$ cat src/rtl/riscv_pkg.sv
// Shared fetch-stage definitions: NOP encoding, decode field positions, fetch FSM states.
package riscv_pkg;

   localparam logic [31:0] NOP_INSTR = 32'h0000_0013;

   localparam int RS1_LSB = 15;
   localparam int RS2_LSB = 20;
   localparam int RD_LSB  = 7;
   localparam int REG_W   = 5;

   typedef enum logic [1:0] {
      ST_BOOT = 2'd0,
      ST_RUN  = 2'd1,
      ST_HOLD = 2'd2
   } fetch_state_e;

   function automatic logic [REG_W-1:0] rs1_of(input logic [31:0] instr);
      return instr[RS1_LSB +: REG_W];
   endfunction

   function automatic logic [REG_W-1:0] rs2_of(input logic [31:0] instr);
      return instr[RS2_LSB +: REG_W];
   endfunction

   function automatic logic [REG_W-1:0] rd_of(input logic [31:0] instr);
      return instr[RD_LSB +: REG_W];
   endfunction

endpackage

$ cat src/rtl/fetch_skid_buf.sv
// One-entry {pc, instr} holding register that parks the response which arrives while
// the front-end is stalled.
module fetch_skid_buf
   import riscv_pkg::*;
(
   input  logic        clk,
   input  logic        rst,
   input  logic        i_load,
   input  logic        i_clear,
   input  logic        i_flush,
   input  logic [31:0] i_pc,
   input  logic [31:0] i_instr,
   output logic        o_valid,
   output logic [31:0] o_pc,
   output logic [31:0] o_instr
);

   logic        r_valid;
   logic [31:0] r_pc;
   logic [31:0] r_instr;

   always_ff @(posedge clk) begin
      if (rst) begin
         r_valid <= 1'b0;
         r_pc    <= 32'd0;
         r_instr <= NOP_INSTR;
      end else if (i_flush || i_clear) begin
         r_valid <= 1'b0;
      end else if (i_load) begin
         r_valid <= 1'b1;
         r_pc    <= i_pc;
         r_instr <= i_instr;
      end
   end

   assign o_valid = r_valid;
   assign o_pc    = r_pc;
   assign o_instr = r_instr;

endmodule

$ cat src/rtl/fetch_frontend.sv
// IF stage and IF/ID register: PC sequencing against a 1-cycle instruction memory,
// load-use stall with a skid entry, and EX redirect flush.
//
//   state | meaning
//   BOOT  | first cycle after reset, no request issued
//   RUN   | normal fetch; responses go straight into IF/ID
//   HOLD  | stalled with a parked response in the skid buffer
module fetch_frontend
   import riscv_pkg::*;
#(
   parameter logic [31:0] RESET_PC = 32'h0000_0000,
   parameter int          CNT_W    = 32
) (
   input  logic             clk,
   input  logic             rst,
   input  logic             stall_i,
   input  logic             redirect_i,
   input  logic [31:0]      redirect_pc_i,
   output logic             imem_req_o,
   output logic [31:0]      imem_addr_o,
   input  logic [31:0]      imem_rdata_i,
   output logic             if_id_valid_o,
   output logic [31:0]      if_id_pc_o,
   output logic [31:0]      if_id_instr_o,
   output logic [4:0]       if_id_rs1_o,
   output logic [4:0]       if_id_rs2_o,
   output logic [4:0]       if_id_rd_o,
   output logic [CNT_W-1:0] stall_cnt_o
);

   localparam logic [CNT_W-1:0] CNT_ONE = {{(CNT_W-1){1'b0}}, 1'b1};
   localparam logic [CNT_W-1:0] CNT_MAX = {CNT_W{1'b1}};

   fetch_state_e r_state;
   fetch_state_e w_state_nxt;

   logic [31:0]      r_pc;
   logic             r_pend;
   logic [31:0]      r_pend_pc;
   logic             r_ifid_valid;
   logic [31:0]      r_ifid_pc;
   logic [31:0]      r_ifid_instr;
   logic [CNT_W-1:0] r_stall_cnt;

   logic        w_req;
   logic        w_skid_load;
   logic        w_skid_clear;
   logic        w_skid_v;
   logic [31:0] w_skid_pc;
   logic [31:0] w_skid_instr;
   logic        w_ifid_load;
   logic        w_ifid_valid_d;
   logic [31:0] w_ifid_pc_d;
   logic [31:0] w_ifid_instr_d;

   assign w_req = !rst && !stall_i && !redirect_i && (r_state != ST_BOOT);

   always_ff @(posedge clk) begin
      if (rst) r_state <= ST_BOOT;
      else     r_state <= w_state_nxt;
   end

   // Redirect wins over stall in every state and always leaves IF/ID empty.
   always_comb begin
      w_state_nxt    = r_state;
      w_skid_load    = 1'b0;
      w_skid_clear   = 1'b0;
      w_ifid_load    = 1'b0;
      w_ifid_valid_d = 1'b0;
      w_ifid_pc_d    = 32'd0;
      w_ifid_instr_d = NOP_INSTR;
      if (redirect_i) begin
         w_state_nxt = ST_RUN;
         w_ifid_load = 1'b1;
      end else begin
         case (r_state)
            ST_BOOT: w_state_nxt = ST_RUN;
            ST_RUN: begin
               if (!stall_i) begin
                  w_ifid_load = 1'b1;
                  if (r_pend) begin
                     w_ifid_valid_d = 1'b1;
                     w_ifid_pc_d    = r_pend_pc;
                     w_ifid_instr_d = imem_rdata_i;
                  end
               end else if (r_pend) begin
                  w_skid_load = 1'b1;
                  w_state_nxt = ST_HOLD;
               end
            end
            ST_HOLD: begin
               if (!stall_i) begin
                  w_ifid_load    = 1'b1;
                  w_ifid_valid_d = 1'b1;
                  w_ifid_pc_d    = w_skid_pc;
                  w_ifid_instr_d = w_skid_instr;
                  w_skid_clear   = 1'b1;
                  w_state_nxt    = ST_RUN;
               end
            end
            default: w_state_nxt = ST_BOOT;
         endcase
      end
   end

   always_ff @(posedge clk) begin
      if (rst) begin
         r_pc         <= RESET_PC;
         r_pend       <= 1'b0;
         r_pend_pc    <= 32'd0;
         r_ifid_valid <= 1'b0;
         r_ifid_pc    <= 32'd0;
         r_ifid_instr <= NOP_INSTR;
         r_stall_cnt  <= '0;
      end else begin
         if (redirect_i)  r_pc <= redirect_pc_i;
         else if (w_req)  r_pc <= r_pc + 32'd4;
         r_pend    <= w_req;
         r_pend_pc <= r_pc;
         if (w_ifid_load) begin
            r_ifid_valid <= w_ifid_valid_d;
            r_ifid_pc    <= w_ifid_pc_d;
            r_ifid_instr <= w_ifid_instr_d;
         end
         if (stall_i && (r_stall_cnt != CNT_MAX)) r_stall_cnt <= r_stall_cnt + CNT_ONE;
      end
   end

   fetch_skid_buf u_skid (
      .clk     (clk),
      .rst     (rst),
      .i_load  (w_skid_load),
      .i_clear (w_skid_clear),
      .i_flush (redirect_i),
      .i_pc    (r_pend_pc),
      .i_instr (imem_rdata_i),
      .o_valid (w_skid_v),
      .o_pc    (w_skid_pc),
      .o_instr (w_skid_instr)
   );

   a_hold_no_pend: assert property (@(posedge clk) (r_state == ST_HOLD) |-> !r_pend);
   // The only request issued with the skid occupied is the one that drains it.
   a_req_skid_empty: assert property (@(posedge clk) imem_req_o |-> (!w_skid_v || w_skid_clear));

   assign imem_req_o    = w_req;
   assign imem_addr_o   = r_pc;
   assign if_id_valid_o = r_ifid_valid;
   assign if_id_pc_o    = r_ifid_pc;
   assign if_id_instr_o = r_ifid_instr;
   assign if_id_rs1_o   = r_ifid_valid ? rs1_of(r_ifid_instr) : 5'd0;
   assign if_id_rs2_o   = r_ifid_valid ? rs2_of(r_ifid_instr) : 5'd0;
   assign if_id_rd_o    = r_ifid_valid ? rd_of(r_ifid_instr)  : 5'd0;
   assign stall_cnt_o   = r_stall_cnt;

endmodule
$ cat config.mk
export PLATFORM = sky130hd
export DESIGN_NAME = fetch_frontend
export DESIGN_NICKNAME = d
export VERILOG_FILES = /design/src/rtl/riscv_pkg.sv /design/src/rtl/fetch_skid_buf.sv /design/src/rtl/fetch_frontend.sv
export SDC_FILE = /design/constraint.sdc
export NUM_CORES = 1
export LEC_CHECK = 0
export ABC_CLOCK_PERIOD_IN_PS = 2300
export BUFFER_PORTS_ARGS = -buffer_cell sky130_fd_sc_hd__buf_2
export CAP_MARGIN = 10
export CORE_UTILIZATION = 49
export DETAILED_ROUTE_END_ITERATION = 10
export GPL_ROUTABILITY_DRIVEN = 1
export MAX_ROUTING_LAYER = met4
export PLACE_DENSITY = 0.8
export SLEW_MARGIN = 20
export SYNTH_ARGS = -nofsm -noshare
export SYNTH_HDL_FRONTEND = slang
export SYNTH_SLANG_ARGS = --single-unit
$ cat constraint.sdc
create_clock -name clk -period 2.3 [get_ports clk]
set_clock_uncertainty 0.1 [all_clocks]
set_input_delay 0.115 -clock clk [delete_from_list [all_inputs] [get_ports clk]]
set_output_delay 0.115 -clock clk [all_outputs]
set_load 0.05 [all_outputs]
==> metrics <==
Final min period=2.26 ns; pwr dens=a little under 700 nW/um^2; static leakage=between 5 and 6 nW; CP endpoint kind=register; final setup violation count=0; nets=around 1.4k; CP startpoint kind=register; root buffer cell=clkbuf_16; cell taking the most area after synthesis=dfxtp_1; via count=between 9k and 10k; max_cap viols=0; peak supply drop=473 uV; FFs w/ async S/R, synth=0%; drt drc=0; setup_tns=0 ns; Layout area overhead=32.6%; R2R Setup Slk=roughly 0.042 ns; post-synthesis sequential area ratio=48.2%; hold_ws=around 0.074 ns; Core Area=18,800 um^2; top-area cell type share of the netlist area=48.2%; post-DP HPWL=16,400 um; vias per cell=~5.6; Yosys Warn Count=0; Boundary Pins=213; Die Span Y=roughly 140 um; post-DR wirelength/cell=between 15 and 20 um; CTS Buf Count=24; Die X=approximately 140 um; Area contributors post-synth=dfxtp_1 48%, nand2_1 6.7%, a22o_1 5.6%; fin crit share=between 90% and 100%; Detail Route Antenna Nets=0; Worst Hold Class=input port to register; Hold Vio Cnt, Final=0; largest net degree at the start of global routing=roughly 140; Worst-Skew Late Latency=about 0.52 ns; CTS tree=done; status=complete, no violations; Clock Sinks=228; Mapped Cells=between 1k and 1.5k; count leader, synth=dfxtp_1; Critical Path AT=about 2.6 ns; Clock Tree Buf Depth=3; Core Rows=50; max_slew headroom=37.6%; Required @ worst endpoint=roughly 2.6 ns; worst hold start=stall_i; share of cells above drive strength 1=25.5%; number of synthesized flops with an enable pin=0; drt first pass iters=5; Max Freq=between 400 and 500 MHz; wirelength, routed=between 20,000 and 30,000 um; number of max-slew violations in the final report=0; Cell Area, Synth=between 9000 and 10,000 um^2; H-Tree Depth=1; reg2reg start=stall_cnt_o[2]; reg2reg path depth=5; Congestion Overflow GR=0; Tot Pwr=around 8.4 mW; Critical R2R Capture=stall_cnt_o[27]; Starting Density=between 50% and 60%; Worst-path clk slew=0.06 ns; Avg Synthesized Cell Area=~8.5 um^2; Seq cells post-synth=228; gr usage total=a little over a quarter; worst hold path depth=4; initial antenna violation count=1; Port-buffer cells=~210; ys flop type=dfxtp_1; first-pass GRT wire length=approximately 42,000 um; initial DRC count=657; Max FO, Critical Path=7; die area=19,900 um^2; top cells by count, synth=228 x dfxtp_1, 169 x nand2_1, 114 x nor2_1; critical path class=register to register; Hold Path End=stall_cnt_o[4]; Synth cell types=52; placer congestion estimate=about 0.89; vias in the first global route=8,558; syn_nets=1,184; worst slew pin tran=0.936 ns
[state kept, by name, summed over array words and instances, names as in the netlist]
register,cells
u_skid.o_pc,32
if_id_instr_o,32
stall_cnt_o,32
r_pend_pc,32
imem_addr_o,32
r_state,2
if_id_valid_o,1
r_pend,1
if_id_pc_o,32
u_skid.o_instr,32
[where the power goes]
group | leakage (nW) | internal, mW | switching, mW
sequential | 1.87 | 4.01 | 0.0812
combinational | 2.77 | 0.256 | 0.438
clock | 0.376 | 2.12 | 1.55
total | 5.01 | 6.38 | 2.07
[layer usage]
| layer | track usage [%] | vias to the layer above | wire length (um) |
|---|---|---|---|
| li1 | - | 4446 | - |
| met1 | 32.4 | 4341 | 11000 |
| met2 | 44.5 | 397 | 13300 |
| met3 | 4.08 | 83 | 1740 |
| met4 | 12.3 | 0 | 1010 |
| met5 | - | - | 0 |
[area by class of cell]
type / instances / area (um^2)
diodes: 1 / 2.50
repair buffers: 320 / 2140
clock buffers: 36 / 706
multi-input cells: 782 / 4640
fillers: 1450 / 6270
inverters: 16 / 60.1
flip-flops and latches: 228 / 4630
well taps: 260 / 325
clock inverters: 7 / 46.3
[cell families (layout without fill, tap and decap cells)]
logic type / after synthesis / count (layout) / share of synthesized area [%]
AND/OR/NAND/NOR: 455 / 455 / 22.7
flip-flops: 228 / 228 / 48.2
multiplexers: 9 / 9 / 1.00
adder cells (fa/ha/maj): 6 / 6 / 0.793
other: 0 / 1 / 0
buffers and inverters: 101 / 379 / 4.32
XOR/XNOR: 27 / 27 / 2.50
AO/OA/AOI/OAI: 284 / 285 / 20.5
[critical path, stage by stage, from the launching register on]
cell	delay, ns
dfxtp_4	0.38
nand3_4	0.10
or4_4	0.58
a311o_2	0.44
or4_1	0.44
a21oi_2	0.15
[per-stage QoR]
stage / worst slack [ns] / instance area [um^2] / std cells / util [%]
CTS: 0.00148 / 12500 / 1645 / 66.2
finish: 0.0420 / 12600 / 1650 / 66.7
detailed placement: 0.0412 / 11000 / 1532 / 58.5
global placement: 0.0734 / 11000 / 1532 / 58.5
floorplan: -0.0917 / 9600 / 1110 / -
global route: -0.0195 / 12600 / 1650 / 66.7
[worst max-delay path by stage]
stage,endpoint,startpoint
6_report,stall_cnt_o[27],stall_cnt_o[2]
3_3_place_gp,stall_cnt_o[31],stall_cnt_o[2]
3_5_place_dp,stall_cnt_o[31],stall_cnt_o[2]
4_1_cts,stall_cnt_o[31],stall_cnt_o[2]
5_1_grt,stall_cnt_o[27],stall_cnt_o[5]
2_1_floorplan,stall_cnt_o[1],stall_cnt_o[19]
[cell usage in the layout, fill, tap and decap left out, drive strengths merged, types with 6 or more instances in the layout]
master and count:
a211oi 11, a21oi 96, a22o 61, a22oi 62, and2 20, and3 8, and4 8, buf 249
clkbuf 37, clkinv 7, dfxtp 228, dlygate4sd3 70, ha 6, inv 16, nand2 169, nand3 25
nand4 20, nor2 114, nor2b 34, nor3 11, nor4 10, o21ai 21, o31ai 8, or3 15
or4 10, xnor2 21, xor2 6
[repair_timing]
item                                    4_1_cts  5_1_grt
endpoints found under the setup margin        0       19
gates resized for setup                       0       16
hold buffers                                 70        1
setup buffers                                 0        3
endpoints found under the hold margin        99        4
Note: power is estimated with default switching activity, not from simulation.
